==> src/rtl/simplebus_pkg.sv <==
// Types and constants shared by the simplebus request queue and its FIFO.
// The 24-bit address is carried on the bus one byte at a time, upper byte first.
package simplebus_pkg;

  localparam int ADDR_W       = 24;
  localparam int DATA_W       = 8;
  localparam int ADDR_BYTE_W  = 8;
  localparam int ADDR_UP_LSB  = 16;
  localparam int ADDR_MID_LSB = 8;
  localparam int ADDR_LO_LSB  = 0;

  typedef enum logic [2:0] {
    IDLE,
    ADDR_UP,
    ADDR_MID,
    ADDR_LO,
    RD_WAIT,
    WR_DATA,
    RESP
  } bus_state_e;

  typedef struct packed {
    logic              write;
    logic [ADDR_W-1:0] addr;
    logic [DATA_W-1:0] wdata;
  } req_entry_t;

endpackage

==> src/rtl/simplebus_fifo.sv <==
// Synchronous request FIFO with a combinational head view so the consumer can
// pop and use the head entry in the same cycle.
module simplebus_fifo
  import simplebus_pkg::*;
#(
  parameter int  DEPTH   = 4,
  parameter type entry_t = req_entry_t
) (
  input  logic   clk_i,
  input  logic   srst_i,
  input  logic   push_i,
  input  entry_t entry_i,
  input  logic   pop_i,
  output entry_t entry_o,
  output logic   full_o,
  output logic   empty_o
);

  localparam int PTR_W = (DEPTH > 1) ? $clog2(DEPTH) : 1;
  localparam int CNT_W = $clog2(DEPTH + 1);

  entry_t           mem_q [DEPTH];
  logic [PTR_W-1:0] wr_ptr_q;
  logic [PTR_W-1:0] rd_ptr_q;
  logic [CNT_W-1:0] count_q;
  logic             do_push;
  logic             do_pop;

  assign full_o  = (count_q == CNT_W'(DEPTH));
  assign empty_o = (count_q == '0);
  assign do_push = push_i && !full_o;
  assign do_pop  = pop_i && !empty_o;
  assign entry_o = mem_q[rd_ptr_q];

  // Storage carries no reset; only the pointers and count define validity.
  always_ff @(posedge clk_i) begin
    if (do_push) begin
      mem_q[wr_ptr_q] <= entry_i;
    end
  end

  // DEPTH is a power of two, so the pointers wrap by plain overflow.
  always_ff @(posedge clk_i) begin
    if (srst_i) begin
      wr_ptr_q <= '0;
      rd_ptr_q <= '0;
      count_q  <= '0;
    end else begin
      if (do_push) begin
        wr_ptr_q <= wr_ptr_q + PTR_W'(1);
      end
      if (do_pop) begin
        rd_ptr_q <= rd_ptr_q + PTR_W'(1);
      end
      case ({do_push, do_pop})
        2'b10:   count_q <= count_q + CNT_W'(1);
        2'b01:   count_q <= count_q - CNT_W'(1);
        default: count_q <= count_q;
      endcase
    end
  end

endmodule

==> src/rtl/simplebus_req_queue.sv <==
// Queues simplebus requests and plays them out one at a time on the byte-wide
// bus, returning one registered response per request.
module simplebus_req_queue
  import simplebus_pkg::*;
#(
  parameter int DEPTH   = 4,
  parameter int TIMEOUT = 16
) (
  input  logic              clock,
  input  logic              reset,
  input  logic              req_valid,
  output logic              req_ready,
  input  logic              req_write,
  input  logic [ADDR_W-1:0] req_addr,
  input  logic [DATA_W-1:0] req_wdata,
  output logic              rsp_valid,
  input  logic              rsp_ready,
  output logic              rsp_write,
  output logic [DATA_W-1:0] rsp_rdata,
  output logic              rsp_err,
  output logic              start,
  output logic              read,
  output logic [7:0]        address,
  output logic [DATA_W-1:0] data_o,
  output logic              data_oe,
  input  logic [DATA_W-1:0] data_i,
  output logic              dataValid_o,
  output logic              dataValid_oe,
  input  logic              dataValid_i
);

  localparam int                WAIT_W    = $clog2(TIMEOUT + 1);
  localparam logic [WAIT_W-1:0] WAIT_LAST = WAIT_W'(TIMEOUT - 1);

  bus_state_e        state_q, state_d;
  req_entry_t        txn_q, txn_d;
  logic [WAIT_W-1:0] wait_q, wait_d;
  logic              rsp_valid_q, rsp_valid_d;
  logic              rsp_write_q, rsp_write_d;
  logic [DATA_W-1:0] rsp_rdata_q, rsp_rdata_d;
  logic              rsp_err_q, rsp_err_d;

  req_entry_t        push_entry;
  req_entry_t        head_entry;
  logic              fifo_full;
  logic              fifo_empty;
  logic              fifo_pop;

  assign req_ready  = !fifo_full;
  assign push_entry = '{write: req_write, addr: req_addr, wdata: req_wdata};

  simplebus_fifo #(
    .DEPTH   (DEPTH),
    .entry_t (req_entry_t)
  ) u_fifo (
    .clk_i   (clock),
    .srst_i  (reset),
    .push_i  (req_valid && req_ready),
    .entry_i (push_entry),
    .pop_i   (fifo_pop),
    .entry_o (head_entry),
    .full_o  (fifo_full),
    .empty_o (fifo_empty)
  );

  always_ff @(posedge clock) begin
    if (reset) begin
      state_q     <= IDLE;
      txn_q       <= '0;
      wait_q      <= '0;
      rsp_valid_q <= 1'b0;
      rsp_write_q <= 1'b0;
      rsp_rdata_q <= '0;
      rsp_err_q   <= 1'b0;
    end else begin
      state_q     <= state_d;
      txn_q       <= txn_d;
      wait_q      <= wait_d;
      rsp_valid_q <= rsp_valid_d;
      rsp_write_q <= rsp_write_d;
      rsp_rdata_q <= rsp_rdata_d;
      rsp_err_q   <= rsp_err_d;
    end
  end

  always_comb begin
    state_d      = state_q;
    txn_d        = txn_q;
    wait_d       = '0;
    rsp_valid_d  = rsp_valid_q;
    rsp_write_d  = rsp_write_q;
    rsp_rdata_d  = rsp_rdata_q;
    rsp_err_d    = rsp_err_q;
    fifo_pop     = 1'b0;
    start        = 1'b0;
    read         = 1'b0;
    address      = '0;
    data_o       = '0;
    data_oe      = 1'b0;
    dataValid_o  = 1'b0;
    dataValid_oe = 1'b0;

    case (state_q)
      IDLE: begin
        if (!fifo_empty) begin
          fifo_pop = 1'b1;
          txn_d    = head_entry;
          state_d  = ADDR_UP;
        end
      end
      ADDR_UP: begin
        start   = 1'b1;
        address = txn_q.addr[ADDR_UP_LSB +: ADDR_BYTE_W];
        state_d = ADDR_MID;
      end
      ADDR_MID: begin
        address = txn_q.addr[ADDR_MID_LSB +: ADDR_BYTE_W];
        state_d = ADDR_LO;
      end
      ADDR_LO: begin
        address = txn_q.addr[ADDR_LO_LSB +: ADDR_BYTE_W];
        read    = !txn_q.write;
        state_d = txn_q.write ? WR_DATA : RD_WAIT;
      end
      WR_DATA: begin
        data_oe      = 1'b1;
        data_o       = txn_q.wdata;
        dataValid_oe = 1'b1;
        dataValid_o  = 1'b1;
        rsp_valid_d  = 1'b1;
        rsp_write_d  = 1'b1;
        rsp_rdata_d  = '0;
        rsp_err_d    = 1'b0;
        state_d      = RESP;
      end
      RD_WAIT: begin
        wait_d = wait_q + WAIT_W'(1);
        // Data arriving in the final wait cycle still counts as success.
        if (dataValid_i) begin
          rsp_valid_d = 1'b1;
          rsp_write_d = 1'b0;
          rsp_rdata_d = data_i;
          rsp_err_d   = 1'b0;
          state_d     = RESP;
        end else if (wait_q == WAIT_LAST) begin
          rsp_valid_d = 1'b1;
          rsp_write_d = 1'b0;
          rsp_rdata_d = '0;
          rsp_err_d   = 1'b1;
          state_d     = RESP;
        end
      end
      RESP: begin
        if (rsp_ready) begin
          rsp_valid_d = 1'b0;
          state_d     = IDLE;
        end
      end
      default: begin
        state_d = IDLE;
      end
    endcase
  end

  assign rsp_valid = rsp_valid_q;
  assign rsp_write = rsp_write_q;
  assign rsp_rdata = rsp_rdata_q;
  assign rsp_err   = rsp_err_q;

endmodule

==> config.mk <==
export PLATFORM = sky130hd
export DESIGN_NAME = simplebus_req_queue
export DESIGN_NICKNAME = d
export VERILOG_FILES = /design/src/rtl/simplebus_pkg.sv /design/src/rtl/simplebus_fifo.sv /design/src/rtl/simplebus_req_queue.sv
export SDC_FILE = /design/constraint.sdc
export NUM_CORES = 1
export LEC_CHECK = 0
export ABC_CLOCK_PERIOD_IN_PS = 2800
export BUFFER_PORTS_ARGS = -buffer_cell sky130_fd_sc_hd__clkbuf_2
export CORE_MARGIN = 5
export CORE_UTILIZATION = 30
export DETAILED_ROUTE_END_ITERATION = 12
export GPL_ROUTABILITY_DRIVEN = 0
export PLACE_DENSITY = 0.46
export REMOVE_ABC_BUFFERS = 1
export SLEW_MARGIN = 15
export SYNTH_ARGS = -nofsm -noshare
export SYNTH_HDL_FRONTEND = slang
export SYNTH_SLANG_ARGS = --single-unit
==> constraint.sdc <==
create_clock -name clock -period 2.8 [get_ports clock]
set_input_delay 0.14 -clock clock [delete_from_list [all_inputs] [get_ports clock]]
set_output_delay 0.14 -clock clock [all_outputs]
set_load 0.02 [all_outputs]
==> impl_metrics.tcl <==
set metrics [dict create \
    grt_pass1_wl_um 26500 \
    clkTransAtPathRegs_ps 70 \
    coreArea_sq_um 24900 \
    synthFlopType "edfxtp_1" \
    maxCapViolations 0 \
    dpl.hpwl_um 10100 \
    viasPerCell 4.75 \
    drive_gt1_share_pct 27.6 \
    post_drt_wl_per_cell_um 17.9 \
    clock_skew_ps 12.4 \
    grt_max_degree 51 \
    dieArea_sq_um 28300 \
    report.final.slew_viol_count 0 \
    synth-seq-area-share_pct 68.5 \
    die_w_um 168 \
    cts_buffers 17 \
    final_antenna_net_count 0 \
    arrival_ps 2600 \
    critPathKind "register to register" \
    total_power_mw 8.75 \
    htree_levels 4 \
    io_buffers 78 \
    period_needed_ps 2250 \
    area_delta_synth_final_pct 23.6 \
    synth_async_sr_flop_share_pct 0 \
    min_period_over_period_pct 80.2 \
    synthDistinctLibCells 45 \
    p_per_area_nw_per_um2 943 \
    worst_setup_path_start_kind "register" \
    hp-class "input pin to register" \
    grt_pass1_vias 4727 \
    start_util_pct 30.2 \
    synth-edff-count 132 \
    drc 0 \
    cts_tree "yes" \
    drt_iter0_markers 235 \
    cts-root-buf "clkbuf_16" \
    cp-end-kind "register" \
    worstPathMaxFanout 10 \
    status "completed" \
    setup_violations 0 \
    synth_top_area_cell "edfxtp_1" \
    yosys-top-cells-area "edfxtp_1 (53%), dfxtp_1 (16%), mux4_2 (9.9%)" \
    grt_overflow_total 0 \
    synthesis.area_sq_um 7510 \
    via_count 4548 \
    fin_setup_tns_ps 0 \
    fmax_ghz 0.445 \
    rsz0062_at_grt "false" \
    critPathRequiredTime_ps 3150 \
    fp-row-count 58 \
    final-hold-violation-count 0 \
    synth_top_area_share_pct 52.8 \
    wirelength_um 17100 \
    antenna_found_initial 1 \
    cts_resized 0 \
    final_nets 667 \
    design_area_sq_um 9280 \
    slew_headroom_pct 54.5 \
    post_cts_buffers 0 \
    tightest_slew_ps 683 \
    cts.sinks 191 \
    total_leakage_power_nw 3.27 \
    clk_latency_ps 420 \
    ioPinCount 79 \
    synth.avg_cell_area_sq_um 15.1 \
    grt_usage_pct 12.2 \
    peakVddDrop_uv 420 \
    dr.pass1.iters 4 \
    chipHeight_um 168 \
    ys_seq_elements 191 \
    synthCells 499 \
    yosysWarnings 0 \
    placed_area_sq_um 8250 \
    clockBufferDepth 2 \
]
==> worst max-delay path, cell delays in order, from the launching register on <==
cell	delay, ps
dfxtp_1	480
or3b_1	330
nand2_1	90
ha_1	230
fa_1	440
xnor2_1	150
or3_1	310
a21oi_1	140
==> worst paths after layout <==
check / start / end / slack (ps) / depth (start not counted)
min: rsp_ready / state_q[1] / 60 / 4
max reg2reg: u_fifo.count_q[0] / u_fifo.count_q[2] / 550 / 7
min reg2reg: wait_q[0] / wait_q[0] / 460 / 1
max: u_fifo.count_q[0] / u_fifo.count_q[2] / 550 / 7
==> cells in the final DEF (no fill, tap or decap), drive strengths merged, types with 7 or more instances in the layout <==
| master | Yosys | layout |
|---|---|---|
| o21ai | 38 | 38 |
| a22o | 7 | 7 |
| buf | 27 | 18 |
| mux4 | 33 | 33 |
| nand3 | 36 | 36 |
| nand2 | 7 | 7 |
| nor2 | 23 | 23 |
| and3 | 13 | 13 |
| a22oi | 8 | 8 |
| a21oi | 43 | 43 |
| inv | 7 | 14 |
| mux2 | 8 | 8 |
| dlygate4sd3 | 0 | 41 |
| dfxtp | 59 | 59 |
| clkbuf | 15 | 96 |
| ha | 7 | 7 |
| edfxtp | 132 | 132 |
==> cell usage after synthesis (4+ instances only) <==
cell type,number
a21oi_1,42
a22o_1,7
a22oi_1,8
and3_1,13
buf_1,5
buf_2,16
clkbuf_1,15
dfxtp_1,59
edfxtp_1,132
ha_1,7
inv_1,7
mux2_2,8
mux4_2,33
nand2_1,7
nand3_1,36
nor2_1,22
o21ai_0,34
o21ai_1,4
or3_1,5
==> metrics by stage <==
| stage | cells | hold slack, ps | worst slack [ps] | util, % |
|---|---|---|---|---|
| final | 957 | 56.7 | 553 | 37.3 |
| after global routing | 957 | 36.7 | 450 | 37.3 |
| after CTS | 956 | 31.2 | 534 | 37.3 |
| after detailed placement | 883 | 354 | 576 | 33.2 |
| after global placement | 883 | 354 | 653 | 33.2 |
| after floorplan | 457 | 209 | 15.2 | - |
==> power breakdown <==
| group | internal [mW] | switching, mW | total, mW |
|---|---|---|---|
| logic | 1.03 | 1.55 | 2.58 |
| clock network | 1.37 | 1.11 | 2.48 |
| registers | 3.46 | 0.234 | 3.69 |
==> cell type report <==
cell class              instances  area (sq um)
fillers                      2357         15600
flip-flops and latches        191          5150
multi-input cells             259          2130
repair buffers                137           948
clock buffers                  18           429
well taps                     330           413
clock inverters                14           188
inverters                       7          26.3
diodes                          1          2.50
==> cell families (layout without fill, tap and decap cells) <==
logic type               count (synthesis)  count (layout)  share of synthesized area (%)
AO/OA/AOI/OAI                          105             105                           8.01
XOR/XNOR                                 4               4                          0.466
adder cells (fa/ha/maj)                  8               8                           1.43
buffers and inverters                   49             176                           3.16
flip-flops                             191             191                           68.5
multiplexers                            42              42                           11.2
other                                    0               1                              0
AND/OR/NAND/NOR                        100             100                           7.21
==> metal layers <==
layer	wire, um	up-vias	GRT usage, %
li1	-	2146	-
met1	7520	2311	15.1
met2	8680	84	21.6
met3	788	7	3.10
met4	136	0	2.75
met5	0	-	0
==> sequential cells by signal, indices dropped and copies added (netlist names) <==
name and count:
txn_q 33, u_fifo.rd_ptr_q 2, u_fifo.count_q 3, rsp_rdata 8
state_q 3, u_fifo.mem_q 132, u_fifo.wr_ptr_q 2, rsp_err 1
rsp_write 1, rsp_valid 1, wait_q 5
==> timing repair <==
action                     4_1_cts  5_1_grt
setup endpoints to repair        0        0
hold endpoints to repair       140        0
hold buffers                    41        0
No activity file was read; power rests on OpenSTA's default activity.
